<file path="src/rtl/path_pkg.sv">
// Shared widths, limits and state encoding for the path sequencer.
package path_pkg;

    localparam int NODE_W = 5;
    localparam int DEPTH  = 16;
    localparam int SEG_W  = 4;
    localparam int CNT_W  = 5;

    localparam logic [NODE_W-1:0] NODE_NONE = 5'd31;
    localparam logic [CNT_W-1:0]  DEPTH_CNT = 5'd16;

    typedef enum logic [2:0] {
        IDLE   = 3'd0,
        LOADED = 3'd1,
        ISSUE  = 3'd2,
        TRAVEL = 3'd3,
        DONE   = 3'd4
    } seq_state_t;

    function automatic logic is_busy_state(input seq_state_t s);
        return (s == ISSUE) || (s == TRAVEL);
    endfunction

endpackage

</file>
<file path="src/rtl/path_sequencer_if.sv">
// Planner-to-sequencer node stream (valid/ready with end-of-path marker).
interface path_sequencer_if;

    logic                      plan_valid;
    logic [path_pkg::NODE_W-1:0] plan_node;
    logic                      plan_last;
    logic                      plan_ready;

    modport master (output plan_valid, output plan_node, output plan_last, input plan_ready);
    modport slave  (input plan_valid, input plan_node, input plan_last, output plan_ready);

endinterface

</file>
<file path="src/rtl/node_arrival_det.sv">
// node_flag rising-edge detector gated by a post-issue holdoff counter.
module node_arrival_det #(
    parameter int HOLDOFF = 3125
) (
    input  logic clk_3125KHz,
    input  logic reset,
    input  logic node_flag,
    input  logic arm,
    output logic arrive
);

    localparam int HO_W = $clog2(HOLDOFF + 1);
    localparam logic [HO_W-1:0] HOLDOFF_LD = HO_W'(HOLDOFF);
    localparam logic [HO_W-1:0] HO_ONE     = HO_W'(1);

    logic [HO_W-1:0] holdoff_q, holdoff_d;
    logic            flag_prev_q, flag_prev_d;

    // Next holdoff value and edge-detector history; history tracks even during holdoff
    always_comb begin
        flag_prev_d = node_flag;
        if (arm) begin
            holdoff_d = HOLDOFF_LD;
        end else if (holdoff_q != '0) begin
            holdoff_d = holdoff_q - HO_ONE;
        end else begin
            holdoff_d = holdoff_q;
        end
    end

    // Holdoff and edge-detector registers
    always_ff @(posedge clk_3125KHz) begin
        if (reset) begin
            holdoff_q   <= '0;
            flag_prev_q <= 1'b0;
        end else begin
            holdoff_q   <= holdoff_d;
            flag_prev_q <= flag_prev_d;
        end
    end

    assign arrive = node_flag & ~flag_prev_q & (holdoff_q == '0);

endmodule

</file>
<file path="src/rtl/path_sequencer.sv">
// Buffers a planned node list and issues one (curr,next) segment per
// node arrival until the final node is reached.
module path_sequencer
    import path_pkg::*;
#(
    parameter int HOLDOFF = 3125
) (
    input  logic              clk_3125KHz,
    input  logic              reset,
    path_sequencer_if.slave   plan,
    input  logic              cpu_start,
    input  logic              abort,
    input  logic              node_flag,
    output logic              node_changed,
    output logic [NODE_W-1:0] curr_node,
    output logic [NODE_W-1:0] next_node,
    output logic [NODE_W-1:0] realtime_pos,
    output logic [SEG_W-1:0]  seg_idx,
    output logic              busy,
    output logic              run_done,
    output logic              err
);

    seq_state_t        state_q, state_d;
    logic [CNT_W-1:0]  count_q, count_d;
    logic [SEG_W-1:0]  seg_idx_q, seg_idx_d;
    logic [NODE_W-1:0] node_buf_q [DEPTH];
    logic [NODE_W-1:0] node_buf_d [DEPTH];
    logic              start_prev_q;
    logic [NODE_W-1:0] curr_node_q, curr_node_d;
    logic [NODE_W-1:0] next_node_q, next_node_d;
    logic [NODE_W-1:0] realtime_pos_q, realtime_pos_d;
    logic              node_changed_q, node_changed_d;
    logic              busy_q, busy_d;
    logic              run_done_q, run_done_d;
    logic              err_q, err_d;

    logic              plan_ready_s;
    logic              accept_s;
    logic              full_drop_s;
    logic [CNT_W-1:0]  count_inc_s;
    logic              short_last_s;
    logic              load_done_s;
    logic              start_rise_s;
    logic              arrive_s;
    logic              arm_s;
    logic [SEG_W-1:0]  seg_next_s;
    logic              last_seg_s;

    assign plan_ready_s = (state_q == IDLE) && (count_q < DEPTH_CNT) && !reset;
    assign accept_s     = plan.plan_valid & plan_ready_s;
    assign full_drop_s  = (state_q == IDLE) & plan.plan_valid & (count_q == DEPTH_CNT);
    assign count_inc_s  = count_q + 5'd1;
    assign short_last_s = accept_s & plan.plan_last & (count_inc_s < 5'd2);
    // A plan_last arriving on a full buffer still closes the (truncated) path
    assign load_done_s  = (accept_s & plan.plan_last & (count_inc_s >= 5'd2))
                        | (full_drop_s & plan.plan_last);
    assign start_rise_s = cpu_start & ~start_prev_q;
    assign arm_s        = (state_q == ISSUE);
    assign seg_next_s   = seg_idx_q + 4'd1;
    assign last_seg_s   = ({1'b0, seg_next_s} == (count_q - 5'd1));

    node_arrival_det #(
        .HOLDOFF (HOLDOFF)
    ) u_arrival (
        .clk_3125KHz (clk_3125KHz),
        .reset       (reset),
        .node_flag   (node_flag),
        .arm         (arm_s),
        .arrive      (arrive_s)
    );

    // State register
    always_ff @(posedge clk_3125KHz) begin
        if (reset) begin
            state_q <= IDLE;
        end else begin
            state_q <= state_d;
        end
    end

    // Next-state logic
    always_comb begin
        state_d = state_q;
        if (abort) begin
            state_d = IDLE;
        end else begin
            case (state_q)
                IDLE:    state_d = load_done_s ? LOADED : IDLE;
                LOADED:  state_d = start_rise_s ? ISSUE : LOADED;
                ISSUE:   state_d = TRAVEL;
                TRAVEL: begin
                    if (arrive_s) begin
                        state_d = last_seg_s ? DONE : ISSUE;
                    end else begin
                        state_d = TRAVEL;
                    end
                end
                DONE:    state_d = DONE;
                default: state_d = IDLE;
            endcase
        end
    end

    // Datapath and output next values
    always_comb begin
        count_d        = count_q;
        seg_idx_d      = seg_idx_q;
        node_buf_d     = node_buf_q;
        curr_node_d    = curr_node_q;
        next_node_d    = next_node_q;
        realtime_pos_d = realtime_pos_q;
        node_changed_d = 1'b0;
        err_d          = err_q;
        if (abort) begin
            count_d   = 5'd0;
            seg_idx_d = 4'd0;
            err_d     = 1'b0;
        end else begin
            case (state_q)
                IDLE: begin
                    if (accept_s) begin
                        node_buf_d[count_q[SEG_W-1:0]] = plan.plan_node;
                        count_d = short_last_s ? 5'd0 : count_inc_s;
                    end else begin
                        count_d = count_q;
                    end
                    if (short_last_s || full_drop_s) begin
                        err_d = 1'b1;
                    end else begin
                        err_d = err_q;
                    end
                end
                LOADED: begin
                    if (start_rise_s) begin
                        seg_idx_d = 4'd0;
                    end else begin
                        seg_idx_d = seg_idx_q;
                    end
                end
                ISSUE: begin
                    curr_node_d    = node_buf_q[seg_idx_q];
                    next_node_d    = node_buf_q[seg_next_s];
                    node_changed_d = 1'b1;
                end
                TRAVEL: begin
                    if (arrive_s) begin
                        realtime_pos_d = next_node_q;
                        seg_idx_d      = seg_next_s;
                    end else begin
                        seg_idx_d      = seg_idx_q;
                    end
                end
                DONE:    seg_idx_d = seg_idx_q;
                default: seg_idx_d = seg_idx_q;
            endcase
        end
        busy_d     = is_busy_state(state_d);
        run_done_d = (state_d == DONE);
    end

    // Datapath and output registers
    always_ff @(posedge clk_3125KHz) begin
        if (reset) begin
            count_q        <= 5'd0;
            seg_idx_q      <= 4'd0;
            node_buf_q     <= '{default: '0};
            start_prev_q   <= 1'b0;
            curr_node_q    <= NODE_NONE;
            next_node_q    <= NODE_NONE;
            realtime_pos_q <= NODE_NONE;
            node_changed_q <= 1'b0;
            busy_q         <= 1'b0;
            run_done_q     <= 1'b0;
            err_q          <= 1'b0;
        end else begin
            count_q        <= count_d;
            seg_idx_q      <= seg_idx_d;
            node_buf_q     <= node_buf_d;
            start_prev_q   <= cpu_start;
            curr_node_q    <= curr_node_d;
            next_node_q    <= next_node_d;
            realtime_pos_q <= realtime_pos_d;
            node_changed_q <= node_changed_d;
            busy_q         <= busy_d;
            run_done_q     <= run_done_d;
            err_q          <= err_d;
        end
    end

    assign plan.plan_ready = plan_ready_s;
    assign node_changed    = node_changed_q;
    assign curr_node       = curr_node_q;
    assign next_node       = next_node_q;
    assign realtime_pos    = realtime_pos_q;
    assign seg_idx         = seg_idx_q;
    assign busy            = busy_q;
    assign run_done        = run_done_q;
    assign err             = err_q;

endmodule

</file>
<file path="src/flat_wrapper.sv">
// flat-port wrapper written by rule: the top's interface ports become plain ports
module path_sequencer_flat import path_pkg::*;
#(
    parameter int HOLDOFF = 3125
)
  (clk_3125KHz, reset, cpu_start, abort, node_flag, node_changed, curr_node, next_node, realtime_pos, seg_idx, busy, run_done, err, plan_plan_valid, plan_plan_node, plan_plan_last, plan_plan_ready);
  path_sequencer_if plan_i ();
  input  logic clk_3125KHz;
  input  logic reset;
  input  logic cpu_start;
  input  logic abort;
  input  logic node_flag;
  output logic node_changed;
  output logic [NODE_W-1:0] curr_node;
  output logic [NODE_W-1:0] next_node;
  output logic [NODE_W-1:0] realtime_pos;
  output logic [SEG_W-1:0] seg_idx;
  output logic busy;
  output logic run_done;
  output logic err;
  input wire logic [$bits(plan_i.plan_valid)-1:0] plan_plan_valid;
  input wire logic [$bits(plan_i.plan_node)-1:0] plan_plan_node;
  input wire logic [$bits(plan_i.plan_last)-1:0] plan_plan_last;
  output wire logic [$bits(plan_i.plan_ready)-1:0] plan_plan_ready;
  assign plan_i.plan_valid = plan_plan_valid;
  assign plan_i.plan_node = plan_plan_node;
  assign plan_i.plan_last = plan_plan_last;
  assign plan_plan_ready = plan_i.plan_ready;
  path_sequencer #(.HOLDOFF(HOLDOFF)) u_core (.clk_3125KHz(clk_3125KHz), .reset(reset), .plan(plan_i), .cpu_start(cpu_start), .abort(abort), .node_flag(node_flag), .node_changed(node_changed), .curr_node(curr_node), .next_node(next_node), .realtime_pos(realtime_pos), .seg_idx(seg_idx), .busy(busy), .run_done(run_done), .err(err));
endmodule
</file>
<file path="config.mk">
export PLATFORM = sky130hd
export DESIGN_NAME = path_sequencer_flat
export DESIGN_NICKNAME = d
export VERILOG_FILES = /design/src/rtl/path_pkg.sv /design/src/rtl/path_sequencer_if.sv /design/src/rtl/node_arrival_det.sv /design/src/rtl/path_sequencer.sv /design/src/flat_wrapper.sv
export SDC_FILE = /design/constraint.sdc
export NUM_CORES = 1
export LEC_CHECK = 0
export BUFFER_PORTS_ARGS = -buffer_cell sky130_fd_sc_hd__buf_2
export CAP_MARGIN = 10
export CORE_MARGIN = 2
export CORE_UTILIZATION = 30
export DETAILED_ROUTE_END_ITERATION = 12
export PLACE_DENSITY = 0.57
export REMOVE_ABC_BUFFERS = 1
export SLEW_MARGIN = 40
export SYNTH_ARGS = -nofsm -noshare
export SYNTH_HDL_FRONTEND = slang
export SYNTH_SLANG_ARGS = --single-unit
</file>
<file path="constraint.sdc">
create_clock -name clk_3125KHz -period 2.25 [get_ports clk_3125KHz]
set_input_delay 0.3375 -clock clk_3125KHz [delete_from_list [all_inputs] [get_ports clk_3125KHz]]
set_output_delay 0.3375 -clock clk_3125KHz [all_outputs]
set_load 0.05 [all_outputs]
</file>
==> results.txt <==
Worst Path Required = 1.91 ns
Die Ht = 152 µm
Sw Pwr = 1.70 mW
Synth cell count leaders = 125 x dfxtp_1, 74 x a21oi_1, 71 x nand2_1
Critical path type = register to primary output
Post-Synthesis Cells = 690
Clk_skew = 0.00627 ns
Post-Syn Area = 6600 µm²
Core Util, Final = 0.355
Largest net degree at the start of global routing = 108
Clk pwr share = 0.460
# IOs = 36
Die footprint = 23200 µm²
Final Setup Violations = 0
Leak Pwr = 2.69 nW
DP Wirelength = 11600 µm
Grt met3 use = 0.0381
GRT Resource Usage Total = 0.149
DR WL/cell = 16.8 µm
Design area = 7690 µm²
Fin nets = 733
Share of post-route cells with drive strength above 1 = 0.215
Vias in the first global route = 4957
Min Tclk post-route = 2.11 ns
Clock sinks = 125
GPL Wtd Cong = 0.815
Htree depth = 4
Synth warn = 0
Area contributors post-synth = dfxtp_1 38%, mux4_2 15%, mux2i_1 6.2%
EDFF count, synth = 0
Site Rows = 54
Avg Vias per Cell = 5.17
PD cells = 801 nW/µm²
Total gr overflow = 0
Post-Route WL = 16900 µm
I/O Buffers = 35
Worst-skew pair later-pin latency = 0.42 ns
Non-Filler Instances = 1006
Seq pwr share = 0.392
Yosys top cell area share = 0.379
Max Cap Viol = 0
Core ar. = 21700 µm²
Fin crit share = 0.938
TritonRoute pass-1 iters = 7
First-pass GRT wire length = 27700 µm
GRT met1 Usage = 0.204
Dpl cells = 973
FF+latch count, synth = 125
Initial DRC Count = 492
Setup TNS = 0 ns
Slew margin rel. = 0.570
CTS tree = yes
Area delta synth->final = 16.5%
Outcome = completed
Critical Path Slowest Stage Cell = or4_4
Initial antenna violation count = 2
Starting Density = 0.304
Syn avg cell area = 9.57 µm²
Critical-path cell list = or4_4, nor2_1, buf_2
Seq/Total Area, Yosys = 0.379
Total setup buffers inserted after CTS = 0
Vias = 5203
Delay of the slowest critical-path stage = 0.63 ns
Worst-margin pin slew = 0.644 ns
Final Max Slew Viols = 0
CTS clk-pin slew, worst paths = 0.05 ns
Fraction of power spent switching nets = 0.275
Max rail drop VDD = 487 µV
FMAX = 0.474 GHz
CTS buffer count = 17
Die Wd = 152 µm
GRT Max-Usage Layer = met2
Root buffer cell = clkbuf_16
Path type of the worst min-delay path = input port to register
Area after DPL = 7080 µm²
GRT met2 Usage = 0.231
Count leader, synth = dfxtp_1
RSZ-0062 raised after global routing = false
Startpoint Class = register
CTS Hold Bufs = 0
Synth Flop Type = dfxtp_1
CTS max path bufs = 2
CTS resizes = 0
Distinct cells, synth = 53
Hold violation count in the final report = 0
Synth async-reset ratio = 0
Post-route ant nets = 0
Combinational share of power = 0.149
CP Capture Type = primary output
Internal Pwr Total = 4.47 mW
Largest area contributor in the synthesized netlist = dfxtp_1
Worst-path fanout max = 6
DRC viols = 0
CP arrival = 1.77 ns
routing by layer:
layer | vias to the layer above | share of wire
met3 | 19 | 0.044
li1 | 2534 | -
met4 | 2 | 0.015
met1 | 2536 | 0.47
met2 | 112 | 0.47
met5 | - | 0.00095
cell usage in the layout, fill, tap and decap left out, types with 2 or more instances in the layout:
cell / netlist / routed
a211o_1: 5 / 5
nand4b_1: 2 / 2
a21oi_1: 74 / 74
and4_1: 5 / 5
mux2i_1: 41 / 41
clkinv_4: 0 / 4
nor4_1: 3 / 3
clkinvlp_4: 0 / 4
buf_2: 23 / 34
dfxtp_1: 125 / 124
xor2_1: 10 / 10
nor2_1: 69 / 69
or2_2: 2 / 2
nand3_1: 51 / 51
o21ai_0: 4 / 4
buf_4: 5 / 27
or4_1: 2 / 2
xnor2_1: 8 / 8
mux4_2: 45 / 45
a41oi_1: 3 / 3
nand3_2: 4 / 4
nor4_4: 3 / 3
nor3_1: 13 / 13
bufinv_16: 0 / 3
o211ai_1: 5 / 5
a211oi_1: 3 / 3
clkbuf_1: 25 / 2
o21a_1: 2 / 2
nor2b_1: 24 / 24
nand2_1: 71 / 71
buf_12: 0 / 4
ha_1: 9 / 9
o31ai_1: 3 / 3
nand2b_1: 6 / 6
inv_1: 9 / 9
clkbuf_16: 0 / 17
a31oi_1: 5 / 5
nand3b_1: 2 / 2
o2111ai_1: 3 / 3
power by group through the flow:
stage | clock network [mW] | logic [mW] | registers (mW)
global route | 2.98 | 1.03 | 2.43
global placement | 0 | 0.907 | 2.46
CTS | 2.88 | 0.917 | 2.42
floorplan | 0 | 0.651 | 2.45
detailed placement | 0 | 0.912 | 2.46
finish | 2.83 | 0.916 | 2.41
path summary, 6_finish.rpt:
check / start / endpoint / slack [ns] / cells past startpoint
worst max-delay path: u_core.state_q[2] / plan_plan_ready / 0.14 / 3
worst min-delay path: cpu_start / u_core.start_prev_q / 0.15 / 2
worst max register to register: u_core.seg_idx[0] / u_core.curr_node[4] / 0.19 / 5
worst min register to register: u_core.curr_node[4] / u_core.curr_node[4] / 0.46 / 2
registers in the layout, indices dropped and copies added (netlist names):
name	cells
u_core.start_prev_q	1
u_core.u_arrival.flag_prev_q	1
u_core.curr_node	5
u_core.err	1
u_core.state_q	3
u_core.run_done	1
u_core.node_changed	1
u_core.u_arrival.holdoff_q	12
u_core.count_q	5
u_core.seg_idx	4
u_core.realtime_pos	5
u_core.busy	1
u_core.next_node	5
u_core.node_buf_q	80
stage by stage:
step	setup slack, ns	power [mW]	hold WS [ns]
finish	0.140	6.17	0.154
CTS	0.112	6.21	0.143
detailed placement	0.164	3.37	0.453
floorplan	-1.78	3.10	0.407
global placement	0.204	3.37	0.455
global route	0.0541	6.45	0.167
logic make-up (layout without fill, tap and decap cells):
group | after synthesis | after routing | synth area share
buf+inv | 71 | 106 | 0.0544
flops | 125 | 125 | 0.379
simple gates | 267 | 267 | 0.205
xor+xnor | 18 | 18 | 0.0239
mux | 86 | 86 | 0.216
compound gates | 114 | 114 | 0.105
other cells | 0 | 1 | 0
fa+ha+maj | 9 | 9 | 0.0171
final cells by class:
class | instances | area (µm²)
Antenna cell | 1 | 2.50
Clock buffer | 20 | 447
Clock inverter | 12 | 164
Fill cell | 2186 | 14000
Inverter | 9 | 33.8
Multi-Input combinational cell | 494 | 3740
Sequential cell | 125 | 2500
Tap cell | 280 | 350
Timing Repair Buffer | 65 | 453
worst max-delay path: cells and delay by family, from the launching register on:
kind / cells / cell delay, ns
and+or+nand+nor: 2 / 0.76
DFF: 1 / 0.32
buffers and inverters: 1 / 0.27
No activity file was read; power rests on OpenSTA's default activity.
